--- src/rtl/regfile_mp.sv ---
// Multi-port integer register file with write-to-read bypass and a per-register
// busy scoreboard used by decode for RAW hazard stalls.
module regfile_mp #(
    parameter int XLEN     = 32,
    parameter int NREGS    = 32,
    parameter int NUM_RD   = 2,
    parameter int BYPASS   = 1,
    parameter int ZERO_REG = 1
) (
    input  logic                     clk_i,
    input  logic                     rst_ni,
    input  logic [NUM_RD*$clog2(NREGS)-1:0] rs_addr_i,
    output logic [NUM_RD*XLEN-1:0]   rs_data_o,
    output logic [NUM_RD-1:0]        rs_busy_o,
    input  logic [1:0]               wr_en_i,
    input  logic [2*$clog2(NREGS)-1:0] wr_addr_i,
    input  logic [2*XLEN-1:0]        wr_data_i,
    input  logic                     iss_en_i,
    input  logic [$clog2(NREGS)-1:0] iss_addr_i,
    input  logic                     flush_i,
    output logic                     busy_any_o
);

    localparam int AW = $clog2(NREGS);

    logic [XLEN-1:0]  regs [NREGS];
    logic [NREGS-1:0] busy;

    logic [AW-1:0]   wa0, wa1;
    logic [XLEN-1:0] wd0, wd1;
    logic            we0, we1, iss_ok;

    assign wa0 = wr_addr_i[0 +: AW];
    assign wa1 = wr_addr_i[AW +: AW];
    assign wd0 = wr_data_i[0 +: XLEN];
    assign wd1 = wr_data_i[XLEN +: XLEN];

    // A hardwired-zero register swallows writes and issues so it never looks pending.
    assign we0    = wr_en_i[0] && !((ZERO_REG != 0) && (wa0 == '0));
    assign we1    = wr_en_i[1] && !((ZERO_REG != 0) && (wa1 == '0));
    assign iss_ok = iss_en_i && !((ZERO_REG != 0) && (iss_addr_i == '0));

    always_ff @(posedge clk_i or negedge rst_ni) begin
        if (!rst_ni) begin
            for (int i = 0; i < NREGS; i++) begin
                regs[i] <= '0;
            end
        end else begin
            if (we0) begin
                regs[wa0] <= wd0;
            end
            if (we1) begin
                regs[wa1] <= wd1;
            end
        end
    end

    // Set beats clear: a writeback retires the older producer while a same-cycle issue stays pending.
    always_ff @(posedge clk_i or negedge rst_ni) begin
        if (!rst_ni) begin
            busy <= '0;
        end else begin
            for (int r = 0; r < NREGS; r++) begin
                if (flush_i) begin
                    busy[r] <= 1'b0;
                end else if (iss_ok && (iss_addr_i == AW'(r))) begin
                    busy[r] <= 1'b1;
                end else if ((we0 && (wa0 == AW'(r))) || (we1 && (wa1 == AW'(r)))) begin
                    busy[r] <= 1'b0;
                end
            end
        end
    end

    assign busy_any_o = |busy;

    for (genvar k = 0; k < NUM_RD; k++) begin : g_rd
        logic [AW-1:0]   addr;
        logic [XLEN-1:0] data;

        assign addr = rs_addr_i[k*AW +: AW];

        // Bypass is suppressed while in reset so reads report zero immediately.
        always_comb begin
            data = regs[addr];
            if ((BYPASS != 0) && rst_ni) begin
                if (we0 && (wa0 == addr)) begin
                    data = wd0;
                end
                if (we1 && (wa1 == addr)) begin
                    data = wd1;
                end
            end
            if ((ZERO_REG != 0) && (addr == '0)) begin
                data = '0;
            end
        end

        assign rs_data_o[k*XLEN +: XLEN] = data;
        assign rs_busy_o[k]              = busy[addr];
    end

endmodule
--- config.mk ---
export PLATFORM = sky130hd
export DESIGN_NAME = regfile_mp
export DESIGN_NICKNAME = d
export VERILOG_FILES = /design/src/rtl/regfile_mp.sv
export SDC_FILE = /design/constraint.sdc
export NUM_CORES = 2
export LEC_CHECK = 0
export CORE_ASPECT_RATIO = 0.9
export CORE_MARGIN = 5
export CORE_UTILIZATION = 50
export CTS_CLUSTER_DIAMETER = 50
export DETAILED_ROUTE_END_ITERATION = 6
export GPL_TIMING_DRIVEN = 0
export PLACE_DENSITY = 0.69
export SETUP_SLACK_MARGIN = 0.1
export SLEW_MARGIN = 10
export SYNTH_ARGS = -nofsm -noshare
export SYNTH_HDL_FRONTEND = slang
export SYNTH_SLANG_ARGS = --single-unit
--- constraint.sdc ---
create_clock -name clk_i -period 2.4 [get_ports clk_i]
set_input_delay 0.48 -clock clk_i [delete_from_list [all_inputs] [get_ports clk_i]]
set_output_delay 0.48 -clock clk_i [all_outputs]
set_load 0.05 [all_outputs]
After elaboration in Yosys (flattened, before gate mapping)
Cells that the tools add are included.
- bits in latches: 0
- RAM bits: 0
- input port bits: 95
- memory bits (read-only): 0
- memories: 0
- flip-flop bits (word level): 1056
- bitwise gates (word level): 4
- reductions and logical operators: 178
- eq/ne operators: 97
- $add $sub $neg: 0
- shift operators: 0
- div/mod/pow operators: 0
- muxes and demuxes: 122
- multiply operators: 0
- $lt $le $gt $ge: 8
- operators with widths (kind ; number):
    bitwise mux 1024 bit ; 2
    2-to-1 mux 1024 bit ; 2
    2-to-1 mux 32 bit ; 14
    binary-select mux 32 bit (select 5 bit) ; 2
    demux 32 bit (select 5 bit) ; 2
    == test 5 bit, second input constant ; 48
    == test 5 x 4 -> 1 bit, second input constant ; 24
    logical AND 1 bit ; 105
    2-to-1 mux 1 bit ; 98
    nonzero test 3 bit ; 32
    == test 5 x 3 -> 1 bit, second input constant ; 12
    logical OR 1 bit ; 32
    OR reduction 32 bit ; 1
    == test 5 x 2 -> 1 bit, second input constant ; 6
    logical NOT 5 bit ; 5
    greater-or-equal comparator 6 bit, second input constant ; 4
    NOT 5 -> 6 bit ; 4
    == test 5 bit ; 4
    == test 5 x 1 -> 1 bit, second input constant ; 3
    less-than comparator 5 x 6 -> 1 bit, second input constant ; 2
    less-than comparator 6 x 1 -> 1 bit, second input constant ; 2
    binary-select mux 1 bit (select 5 bit) ; 2
    logical NOT 1 bit ; 3

Depth between registers and ports, before layout
- word-level depth: 9
- gate-level depth with buffers: 10
- mapped depth without buffers: 6

Worst setup path before layout
Ideal clock, no wire load.
- path type: input -> output
- start point: input wr_addr_i[7]
- end point: output rs_data_o[32]
- arrival: 2586 ps
- stages: 9
- slack: -666 ps
- cells stage by stage: buf_4 nor2_4 nor4b_4 nor4_4 nor2b_1 clkbuf_1 buf_2 a22oi_1 o22ai_1
- cells in the longest elaborated chain, start to end: 7
- ends and longest elaborated chain (what ; line ; source):
    start, declared ; 16 ; input logic [2*$clog2(NREGS)-1:0] wr_addr_i,
    logical NOT 5 bit ; 40 ; assign we1 = wr_en_i[1] && !((ZERO_REG != 0) && (wa1 == '0));
    logical NOT 1 bit ; 40 ;
    logical AND 1 bit ; 40 ;
    logical AND 1 bit (*) ; 90 ; if (we1 && (wa1 == addr)) begin
    2-to-1 mux 32 bit (*) ; 90 ;
    2-to-1 mux 32 bit (*) ; 86 ; if ((BYPASS != 0) && rst_ni) begin
    2-to-1 mux 32 bit (*) ; 94 ; if ((ZERO_REG != 0) && (addr == '0)) begin
    end, declared ; 13 ; output logic [NUM_RD*XLEN-1:0] rs_data_o,
Every way passes the cells marked *; elsewhere a longest branch is shown, timed or not.

Worst setup path in the final report
- start point: register busy[29]
- end point: output rs_busy_o[1]
- cells in the longest elaborated chain, start to end: 2
- ends and longest elaborated chain (what ; line ; source):
    start, declared ; 27 ; logic [NREGS-1:0] busy;
    start signal, assigned ; 61 ; busy <= '0;
    start signal, assigned by index ; 65 ; busy[r] <= 1'b0;
    start signal, assigned by index ; 67 ; busy[r] <= 1'b1;
    binary-select mux 1 bit (select 5 bit) ; 100 ; assign rs_busy_o[k] = busy[addr];
    2-to-1 mux 1 bit (implied by the code) ; 100 ;
    end, declared ; 14 ; output logic [NUM_RD-1:0] rs_busy_o,
No other way between the ends. The select of a mux whose other input is x is not followed.

==> metrics.md <==
| Metric | Value |
|---|---|
| Outcome | finished with violations |
| Failing checks | design-rule violations, negative setup slack |
| 1st-iter DRT viols | ~12,000 |
| Power share of the sequential group | between 30% and 40% |
| Layout cells sized above 1 | between 20% and 30% |
| CP startpoint kind | flop |
| Netlist cell types | 53 |
| Crit-path cells | mux4_2 > mux4_2 > mux2_4 > buf_6 |
| I/O Pins | roughly 160 |
| Die X-Extent | roughly 400 µm |
| Post-synthesis async set-or-reset flop share | 100% |
| Maximum Capacitance Violations | 0 |
| CTS tree | done |
| Row cnt | 127 |
| Pleak | 35.1 nW |
| Maximum clock frequency | around 300 MHz |
| Worst-path fanout max | 4 |
| Critical Path Sink Type | primary output |
| Final Cycle Share | 137% |
| Die footprint | 141,000 µm² |
| Core Footprint | between 100,000 and 150,000 µm² |
| Min setup slack post-route | -900 ps |
| Post-route DRC violation count | 1 |
| Largest net degree at the start of global routing | 162 |
| Fin util | 63.0% |
| WS Path Type | flop to primary output |
| Root buffer cell | clkbuf_16 |
| IO buf count | 88 |
| CP delay by family, top | multiplexers |
| Initial antenna violation count | 18 |
| Clock network fraction of design power | 32.2% |
| First-pass GRT wire length | roughly 520,000 µm |
| Total global-route track usage | a little over half |
| Gate Count Post-Synth | around 6,600 |
| Yosys Warn Count | 0 |
| Worst slack at placement | -3320 ps |
| Power Density | about 860 nW/µm² |
| Vias in the first global route | between 60,000 and 70,000 |
| GP Congestion | approximately 1.1 |
| Fill cell count | roughly 11,000 |
| Average size of a mapped cell | between 10 and 15 µm² |
| Peak VDD IR | 662 µV |
| Main synth FF type | dfrtp_1 |
| Nets | ~7,300 |
| Reg-to-reg critical path startpoint | regs[237] |
| GRT overflow | 0 |
| Die height | between 300 and 400 µm |
| P_int | around 0.046 W |
| R2R depth | 4 |
| Buf/Inv on CP | 1 |
| Comb pwr share | between 30% and 40% |
| Worst skew pair latency | approximately 800 ps |
| CP arrival | roughly 2800 ps |
| Number of synthesized flops with an enable pin | 0 |
| HPWL Detailed | between 200,000 and 300,000 µm |
| WL final | around 390,000 µm |
| Sequential area share after synthesis | between 30% and 40% |
| Area added between synthesis and finish | 25.6% |
| Reg clk slew, reported paths | 60 ps |
| CTS Buf Count | between 100 and 150 |
| Yosys reg bits | 1,056 |
| Min-delay worst type | primary input to async pin |
| Routed WL per cell | between 40 and 50 µm |
| Slowest-stage cell, CP | mux4_2 |
| Critical Path Most Common Cell | mux4_2 |
| Worst path max stage delay | between 500 and 600 ps |
| Worst slew pin tran | 1360 ps |
| Skew final | 0 ps |
| R2R Setup Slk | around 1300 ps |
| Fin. Hold Viols | 0 |
| Remaining antenna violation count after routing | 0 |
| Pins over their slew limit | 0 |
| Clock buffer depth | 3 |
| Critical path required time | approximately 1900 ps |
| CTS sink cnt | 1,056 |
| Post-Syn Area | 66,600 µm² |
| Psw | between 0.02 and 0.03 W |
| Sw frac | a little over a third |
| # setup viols final | a little over 90 |
| RSZ-0062 raised after global routing | true |
| Initial Utilization | between 50% and 60% |
| Levels on crit path | 4 |
| Syn nets | around 6,700 |
| Pre-antenna DRT Iters | 7 |
| Met2 usage | about three quarters |
| FF-to-FF End | regs[237] |
| DR vias | 66,600 |
| Final worst path period need | ~3300 ps |
| Slew HR | under 10% |
| H-tree depth | 4 |
| Met3 Track Usage GR | 25.4% |
| Setup TNS | -49,960 ps |
| Busiest grt layer | met2 |
| Vias per cell | about 7.4 |
| GR Layer Usage met1 | 65.0% |
| Total power | ~0.072 W |
[registers in the layout (all words and copies together) (netlist names)]
signal,flops
busy,32
regs,1024
[power groups by stage]
stage	Sequential (W)	Clock, W	Combinational [W]
2_1_floorplan	0.0249	0	0.0127
3_3_place_gp	0.0265	0	0.0173
3_5_place_dp	0.0265	0	0.0179
4_1_cts	0.0261	0.0228	0.0206
5_1_grt	0.0267	0.0236	0.0230
6_report	0.0265	0.0231	0.0222
[worst register-to-register path, stage by stage, from the launching register on]
cell and delay, ps:
dfrtp_1 420, buf_4 160, buf_4 140, mux2i_1 120
o21ai_0 110
[final cells by class]
cell class | count | area (µm²) | area share, %
inverters | 1 | 7.51 | 0.00897
well taps | 1741 | 2180 | 2.60
plain buffers | 845 | 6030 | 7.21
clock buffers | 192 | 3970 | 4.75
multi-input cells | 4720 | 39900 | 47.6
clock inverters | 67 | 1020 | 1.22
diodes | 15 | 37.5 | 0.0448
repair buffers | 396 | 4150 | 4.96
flip-flops and latches | 1056 | 26400 | 31.6
[cell usage after synthesis (12+ instances only)]
cell	n	area [µm²]
o21ai_0	253	1270
a32oi_1	41	359
xnor2_1	12	105
buf_4	70	526
or4_1	32	240
buf_2	158	791
mux4_2	363	8180
nand3b_1	20	150
o2bb2ai_1	29	254
clkbuf_2	20	100
nand2_1	374	1400
nand2b_1	16	100
mux4_1	43	1130
buf_1	106	398
mux2i_1	1116	11200
nor4_1	13	81.3
a22oi_1	149	1120
dfrtp_1	1056	26400
buf_6	23	259
nor2b_1	52	325
and2_1	12	75.1
a21oi_1	949	4750
nor2_1	904	3390
o22ai_1	170	1060
nand4_1	36	225
nand3_1	68	340
clkbuf_1	465	1750
[worst max path at each step]
stage | from | endpoint | slack [ps]
floorplan | rs_addr_i[5] | rs_data_o[32] | -260
global placement | rst_ni | regs[58] | -49800
detailed placement | rs_addr_i[3] | rs_data_o[18] | -3320
CTS | busy[29] | rs_busy_o[1] | -870
global route | busy[31] | rs_busy_o[1] | -880
finish | busy[29] | rs_busy_o[1] | -900
[cells by family (layout without fill, tap and decap cells)]
group	after synthesis	after routing	synth area share (%)
AOI/OAI and AO/OA	1610	1610	13.4
and+or+nand+nor	1566	1566	10.0
muxes	1524	1524	30.8
DFF	1056	1056	39.7
buffers and inverters	848	1501	5.86
xor gates and xnor gates	20	20	0.263
other	0	15	0
[metrics by stage]
stage | instances | hold WS (ps) | cell area [µm²]
finish | 9033 | 34.5 | 83700
global route | 9021 | 47.1 | 83700
CTS | 8930 | 23.9 | 82000
detailed placement | 8461 | 392 | 71700
global placement | 8453 | 454 | 71500
floorplan | 6624 | 184 | 68400
[metal layers]
layer	part of all wire [%]	vias to the layer above
met4	11	14
met5	0.060	-
li1	-	25300
met3	16	1912
met1	34	32700
met2	39	6662
[cells in the final DEF, fill, tap and decap left out, types with 43 or more instances in the layout]
cell	count
buf_4	304
clkbuf_1	388
buf_8	61
clkbuf_2	66
o22ai_1	43
mux2i_1	1112
nand2_1	369
a22oi_2	52
clkbuf_16	161
nor2_1	898
o21ai_0	251
mux4_2	385
buf_12	71
dfrtp_1	1050
a21oi_1	913
o22ai_4	83
a22oi_1	97
clkbuf_8	44
buf_1	94
buf_6	107
buf_2	72
o22ai_2	44
[what timing repair did]
| action | CTS | global route |
|---|---|---|
| gates resized for setup | 1281 | 203 |
| cloned | 7 | 10 |
| endpoints found under the hold margin | 88 | 0 |
| hold buffers | 6 | 0 |
| pin swaps | 149 | 117 |
| endpoints found under the setup margin | 1028 | 539 |
| buffers inserted | 200 | 78 |
(Power assumes the default switching activity.)
